--- config.mk ---
export PLATFORM = sky130hd
export DESIGN_NAME = drop_board
export DESIGN_NICKNAME = d
export VERILOG_FILES = /design/src/rtl/drop_board.sv
export SDC_FILE = /design/constraint.sdc
export NUM_CORES = 1
export LEC_CHECK = 0
export ABC_AREA = 1
export BUFFER_PORTS_ARGS = -buffer_cell sky130_fd_sc_hd__buf_4
export CAP_MARGIN = 20
export CELL_PAD_IN_SITES_DETAIL_PLACEMENT = 1
export CELL_PAD_IN_SITES_GLOBAL_PLACEMENT = 1
export CORE_MARGIN = 1
export CORE_UTILIZATION = 39
export CTS_BUF_LIST = sky130_fd_sc_hd__clkbuf_8
export DETAILED_ROUTE_END_ITERATION = 16
export MAX_ROUTING_LAYER = met4
export PLACE_DENSITY_LB_ADDON = 0.1
export SLEW_MARGIN = 40
export SYNTH_ARGS = -nofsm -noshare
export SYNTH_HDL_FRONTEND = slang
export SYNTH_SLANG_ARGS = --single-unit
export TNS_END_PERCENT = 5
--- constraint.sdc ---
create_clock -name CLOCK -period 2.03 [get_ports CLOCK]
set_input_delay 0 -clock CLOCK [delete_from_list [all_inputs] [get_ports CLOCK]]
set_output_delay 0 -clock CLOCK [all_outputs]
set_load 0.01 [all_outputs]
--- src/rtl/drop_board.sv ---
// drop_board: Connect-4 board stage. Takes a drop column from the cursor stage,
// finds the lowest free row, optionally animates the falling piece, then commits
// it to a 6x7 board and hands the turn to the other player.
// Optional feature macro: DROP_ANIM_EN (falling animation, FALL_TICKS cycles/row).
// Without it, an accepted drop goes straight to LAND.
module drop_board #(
  parameter int FALL_TICKS = 4
) (
  input  logic            CLOCK,
  input  logic            RST,
  input  logic            drop_valid,
  input  logic [3:0]      column,
  output logic            turn,
  output logic [5:0][6:0] RedBoard,
  output logic [5:0][6:0] GrnBoard,
  output logic            busy,
  output logic            drop_done,
  output logic            reject,
  output logic            board_full
);

  if (FALL_TICKS < 1) begin : g_bad_ticks
    $error("drop_board: FALL_TICKS must be >= 1");
  end

`ifdef DROP_ANIM_EN
  typedef enum logic [1:0] {IDLE = 2'd0, FALL = 2'd1, LAND = 2'd2} state_t;
  localparam int TW = (FALL_TICKS > 1) ? $clog2(FALL_TICKS) : 1;
  logic [TW-1:0] tick_q;
  logic          tick_last;
  assign tick_last = (tick_q == TW'(FALL_TICKS - 1));
`else
  typedef enum logic [1:0] {IDLE = 2'd0, LAND = 2'd2} state_t;
`endif

  state_t          st_q, st_d;
  logic [5:0][6:0] red_q, grn_q, ovl;
  logic [6:0][2:0] h_q;
  logic [2:0]      col_q, tgt_q, row_q, c_in, h_sel;
  logic            mover_q, turn_q, rej_q;
  logic            code_ok, full, accept;

  // Decode the request: column index, its stack height, and whether the drop is legal.
  always_comb begin
    code_ok = (column >= 4'd8) && (column <= 4'd14);
    c_in    = column[2:0];
    h_sel   = '0;
    full    = 1'b1;
    for (int i = 0; i < 7; i++) begin
      if (c_in == 3'(i)) h_sel = h_q[i];
      if (h_q[i] != 3'd6) full = 1'b0;
    end
    accept = (st_q == IDLE) && drop_valid && code_ok && (h_sel != 3'd6) && !full;
  end

  // State register.
  always_ff @(posedge CLOCK or negedge RST) begin
    if (!RST) st_q <= IDLE;
    else      st_q <= st_d;
  end

  // Next-state logic.
  always_comb begin
    st_d = st_q;
    case (st_q)
`ifdef DROP_ANIM_EN
      IDLE: if (accept) st_d = FALL;
      FALL: if (tick_last && (row_q == tgt_q)) st_d = LAND;
`else
      IDLE: if (accept) st_d = LAND;
`endif
      LAND: st_d = IDLE;
      default: st_d = IDLE;
    endcase
  end

  // Datapath: latch the accepted drop, step the falling row, commit on LAND exit.
  always_ff @(posedge CLOCK or negedge RST) begin
    if (!RST) begin
      red_q   <= '0;
      grn_q   <= '0;
      h_q     <= '0;
      col_q   <= '0;
      tgt_q   <= '0;
      row_q   <= '0;
      mover_q <= 1'b0;
      turn_q  <= 1'b0;
      rej_q   <= 1'b0;
`ifdef DROP_ANIM_EN
      tick_q  <= '0;
`endif
    end else begin
      // Refusals are only reported from IDLE; requests while busy are dropped silently.
      rej_q <= (st_q == IDLE) && drop_valid && !accept;
      case (st_q)
        IDLE: begin
          if (accept) begin
            col_q   <= c_in;
            tgt_q   <= h_sel;
            mover_q <= turn_q;
`ifdef DROP_ANIM_EN
            row_q   <= 3'd5;
            tick_q  <= '0;
`else
            row_q   <= h_sel;
`endif
          end
        end
`ifdef DROP_ANIM_EN
        FALL: begin
          if (tick_last) begin
            tick_q <= '0;
            if (row_q != tgt_q) row_q <= row_q - 3'd1;
          end else begin
            tick_q <= tick_q + 1'b1;
          end
        end
`endif
        LAND: begin
          for (int r = 0; r < 6; r++)
            for (int c = 0; c < 7; c++)
              if ((tgt_q == 3'(r)) && (col_q == 3'(c))) begin
                if (mover_q) grn_q[r][c] <= 1'b1;
                else         red_q[r][c] <= 1'b1;
              end
          for (int i = 0; i < 7; i++)
            if (col_q == 3'(i)) h_q[i] <= h_q[i] + 3'd1;
          turn_q <= ~turn_q;
        end
        default: ;
      endcase
    end
  end

  // Outputs from state: status flags and the falling-piece overlay cell.
  always_comb begin
    busy      = (st_q != IDLE);
    drop_done = (st_q == LAND);
    ovl       = '0;
    for (int r = 0; r < 6; r++)
      for (int c = 0; c < 7; c++)
        if (busy && (row_q == 3'(r)) && (col_q == 3'(c))) ovl[r][c] = 1'b1;
  end

  // Overlay sits above the stack, so it never collides with a committed cell.
  assign RedBoard   = red_q | (ovl & {42{~mover_q}});
  assign GrnBoard   = grn_q | (ovl & {42{mover_q}});
  assign turn       = turn_q;
  assign reject     = rej_q;
  assign board_full = full;

endmodule

[Word level (Yosys, flattened, before mapping)]
Cells that the tools add are included.
Word-level totals
  register bits: 116
  output and inout bits: 89
  word-level logic and storage cells: 392
Cells by class
  add/subtract/negate cells: 7
  $lt $le $gt $ge: 2
  equal/unequal tests: 27
  multiplexer cells: 58
  bitwise operators: 6
  reductions and logical operators: 195
Operator list (count)
  $reduce_and 3->1: 84
  $logic_and 1x1->1: 96
  $and 42x42->42: 2
  $or 42x42->42: 2
  $mux 1: 49
  $eq 3x3->1 const B: 8
  $ne 3x3->1 const B: 8
  $add 3x1->3 const B: 7
  $mux 3: 7
  $eq 3x2->1 const B: 6
  $reduce_and 2->1: 8
  $eq 3x1->1 const B: 3
  $logic_not 3->1: 3
  $ge 4x4->1 const B: 1
  $le 4x4->1 const B: 1
  $mux 2: 2
  $eq 2x2->1 const B: 1
  $logic_not 1->1: 2
  $logic_not 2->1: 1
  $ne 2x2->1 const B: 1
  $not 1->1: 2
  $reduce_bool 2->1: 1

[Logic depth before layout (Yosys ltp)]
  depth after elaboration: 13
  depth in mapped cells: 11
  mapped depth without buffers: 10

[Worst setup path before layout]
No wires, ideal clock.
  kind: register -> register
  start point: register h_q[15] (netlist name)
  end point: register mover_q
  library setup time: 0.067 ns
  data arrival time: 1.475 ns
  required time: 1.963 ns
  setup slack: 0.489 ns
  stages on the path, launching flop included: 9
  cells stage by stage: dfrtp_1 > inv_1 > ha_1 > nand4_1 > nor4_2 > nor3_2 > nand2_4 > nand2_1 > nand2_1
On the way
  word-level cells in the longest chain between the ends: 6
  elaborated cells between the ends (all ways): 10
  those cells by class: 2 x eq/ne; 4 x mux; 4 x reduce/logical
Ends and longest elaborated chain
  start: declaration: RTL line 38  | logic [6:0][2:0] h_q;
  start signal: indexed assignment: RTL line 127  | if (col_q == 3'(i)) h_q[i] <= h_q[i] + 3'd1;
  $ne 3x3->1: RTL line 51  | if (h_q[i] != 3'd6) full = 1'b0;
  $mux 1 (2 in a row): RTL line 51
  net board_full: RTL line 19  | output logic board_full
  $logic_not 1->1: RTL line 53  | accept = (st_q == IDLE) && drop_valid && code_ok && (h_sel != 3'd6) && !full;
  $logic_and 1x1->1: RTL line 53
  $reduce_and 2->1 (no line)
  end signal: assignment: RTL line 100  | mover_q <= turn_q;
  end: declaration: RTL line 40  | logic mover_q, turn_q, rej_q;
The timed path passes the listed nets, and every way through them passes these cells.
A chain may end at the register's enable or synchronous reset.

==> flow_summary_export.csv <==
group,metric,value,unit
run_status,outcome,"complete, no violations",
logic_synthesis,yosys.cell_types.count,33,
detailed_routing,firstDrtPassIters,4,
detailed_routing,antenna_left,0,
logic_synthesis,ys.warnings.count,0,
detailed_routing,drt-total-wl,14600,µm
logic_synthesis,ys_async_sr_fraction,100,%
global_routing,grt-ovfl-total,0,
logic_synthesis,synth_top_family_by_area,"compound AO/OA/AOI/OAI gates",
setup_path,critPathTopFamily,"buffers and inverters",
floorplan,start_util,40.4,%
power_and_ir_drop,power.density,1100,nW/µm²
timing,tightest_slew,587,ps
setup_path,ff2ff_setup_slack,330,ps
logic_synthesis,synth_compound_area_share,26.3,%
setup_path,worstSetupStartpointType,"flop",
floorplan,die_h,123,µm
setup_path,slowest_delay,400,ps
layout,antennaDiodeCount,0,
detailed_routing,route.detailed.drc,0,
global_routing,antenna_found_initial,0,
logic_synthesis,synth_flop_cell,"dfrtp_1",
logic_synthesis,synthMuxAreaShare,0.176,%
logic_synthesis,syn_avg_cell_area,11.1,µm²
timing,period_minus_slack,1910,ps
clock_network,path_clk_slew,60,ps
detailed_routing,routedWlPerCell,18.3,µm
global_routing,grt_max_degree,49,
logic_synthesis,synth_seq_area_share,50.7,%
timing,clock_skew,6.45,ps
placement,place_congestion,0.826,
clock_network,cts_tree,"built",
layout,fin_area,7100,µm²
setup_path,crit_slowest_cell,"dfrtp_1",
floorplan,fp.dieW,123,µm
setup_path,end_kind,"primary output",
layout,nNetsFinal,627,
setup_path,crit_chain,"buf_4, nand2_2, inv_1, buf_12, a31o_2, buf_4",
detailed_routing,vias_per_cell,5.61,
floorplan,core-area,14000,µm²
clock_network,htreeDepth,4,
placement,placed_cells,760,
min_path,hold_path_class,"primary input to flop",
power_and_ir_drop,power.leakage,3.44,nW
floorplan,die_area,15000,µm²
global_routing,grt_usage,21.6,%
placement,io_buffers,95,
placement,dpl_cell_area,6620,µm²
layout,fin_util,50.5,%
timing,hold_violations,0,
logic_synthesis,syn-cell-area,5670,µm²
job,max_cap_violations,0,
floorplan,rows,43,
logic_synthesis,synth-simple-area-share,10.9,%
logic_synthesis,synth-edff-count,0,
power_and_ir_drop,vdd_ir_drop_max,0.000588,V
timing,slew_headroom,60.9,%
setup_path,worstPathRequired,2030,ps
clock_network,root_buffer,"clkbuf_8",
timing,rsz0062_at_grt,"false",
setup_path,setup.worst_path.class,"flop to primary output",
setup_path,cp_max_fo,48,
setup_path,crit_buf_inv,4,
layout,fin_cells,799,
detailed_routing,drt_iter0_drc,192,
clock_network,cts.path.max_buffers,2,
setup_path,cp_common_cell,"buf_4",
timing,hold_ws,35.6,ps
placement,dpl.hpwl,9850,µm
layout,drive_above_1_share,54.6,%
global_routing,grt_pass1_wl,23900,µm
logic_synthesis,syn_inst,511,
clock_network,cts_buffers,17,
floorplan,pin_count,96,
timing,max_freq,0.524,GHz
layout,fillers,1508,
setup_path,crit_arrival,1910,ps
timing,drv_slew,0,
logic_synthesis,synthesis.nets,532,
timing,post-route-period-util,94.0,%
clock_network,clk-insertion-delay-late,440,ps
timing,tns,0,ps
layout,area_growth,25.1,%
logic_synthesis,synth_fa_ha_area_share,3.09,%
timing,setup_viol,0,
clock_network,cts_num_sinks,115,
logic_synthesis,yosys.area_share.xor_xnor,2.32,%
detailed_routing,route.vias.total,4486,
logic_synthesis,yosys_register_bits,115,
global_routing,grt_pass1_vias,4506,
[per-layer routing]
| metal | routed length [µm] | vias to the layer above | GRT usage (%) |
|---|---|---|---|
| met3 | 520 | 17 | 3.62 |
| li1 | - | 2077 | - |
| met5 | 0 | - | - |
| met4 | 219 | 0 | 7.77 |
| met2 | 6880 | 97 | 32.8 |
| met1 | 6970 | 2295 | 29.1 |
[cells by family after synthesis]
family                   after synthesis
AO/OA/AOI/OAI                        175
flip-flops                           115
AND/OR/NAND/NOR                      108
buffers and inverters                 83
XOR/XNOR                              15
adder cells (fa/ha/maj)               14
multiplexers                           1
[stage by stage]
| stage | setup WS (ps) | power (W) |
|---|---|---|
| 2_1_floorplan | 489 | 0.00483 |
| 3_3_place_gp | 367 | 0.00576 |
| 3_5_place_dp | 330 | 0.00585 |
| 4_1_cts | -4.46 | 0.00791 |
| 5_1_grt | 10.7 | 0.00836 |
| 6_report | 121 | 0.00783 |
[final timing paths]
check	depth (start not counted)	start	end
max in group asynchronous	3	RST	grn_q[41]$_DFFE_PN0P_
worst min-delay path	5	column[3]	col_q[1]$_DFFE_PN0P_
min in group asynchronous	2	RST	red_q[20]$_DFFE_PN0P_
worst max register to register	8	h_q[12]$_DFFE_PN0P_	col_q[2]$_DFFE_PN0P_
worst min register to register	1	red_q[10]$_DFFE_PN0P_	red_q[10]$_DFFE_PN0P_
worst max-delay path	6	st_q[1]$_DFFE_PN0P_	GrnBoard[26]
[cell usage in the layout (no fill, tap or decap), types with 2 or more instances in the layout]
cell and instances:
a31o_2 149, buf_4 113, dfrtp_1 109, nand2_1 41
inv_1 22, clkbuf_8 21, nand3_1 19, o21bai_1 16
ha_1 14, inv_2 12, nand4_1 12, nor2_1 10
xor2_1 9, nor3_2 7, xnor2_1 6, dfrtp_2 6
o21ai_0 5, dlygate4sd3_1 5, buf_12 5, a31o_1 3
nor3_4 3, nor4_2 3, nor3_1 3, clkinvlp_4 3
clkinv_2 3, buf_6 3, nor2_2 2, clkinv_1 2
nor4_4 2
[power by group]
part	leakage, nW	internal (W)	total (W)	switching, W
clock	0.197	0.00108	0.00199	0.000912
sequential	1.54	0.00280	0.00324	0.000438
combinational	1.71	0.00123	0.00260	0.00137
total	3.44	0.00511	0.00783	0.00272
[worst reg2reg max path, stage by stage, from the launching register on]
cell	delay, ps
dfrtp_1	380
inv_1	80
ha_1	210
nand4_1	110
nor4_2	70
nor3_2	440
nand2_4	150
nand2_1	90
nand2_1	50
[synth_stat cells (3+ instances only)]
cell type  count  share of area (%)
a31o_2       149                 23
dfrtp_1      115                 51
nand2_1       42                2.8
buf_2         27                2.4
inv_1         20                1.3
nand3_1       19                1.7
clkbuf_1      17                1.1
o21bai_1      16                2.1
ha_1          14                3.1
nand4_1       12                1.3
inv_2         11               0.73
nor2_1        11               0.73
xor2_1         9                1.4
nor3_2         8                1.4
xnor2_1        6               0.93
o21ai_0        5               0.44
buf_4          4               0.53
nor3_1         4               0.35
a31o_1         3               0.46
nor4_2         3               0.66
[timing repair]
action	in CTS	in global routing
hold endpoints to repair	99	0
pin swaps	0	2
resized for setup	7	5
setup endpoints to repair	55	48
setup buffers	0	2
hold buffers	5	0
[state kept, by name (all words and copies together) (netlist names), 3 cells and up]
signal  cells
col_q       3
grn_q      42
h_q        21
red_q      42
row_q       3
[area by class of cell]
type                    count  area (µm²)  area share (%)
flip-flops and latches    115        2890            40.6
inverters                  33         124            1.75
repair buffers            126        1030            14.5
clock buffers              21         289            4.07
well taps                 180         225            3.17
clock inverters            11        87.6            1.23
multi-input cells         313        2450            34.6
(Power assumes the default switching activity.)
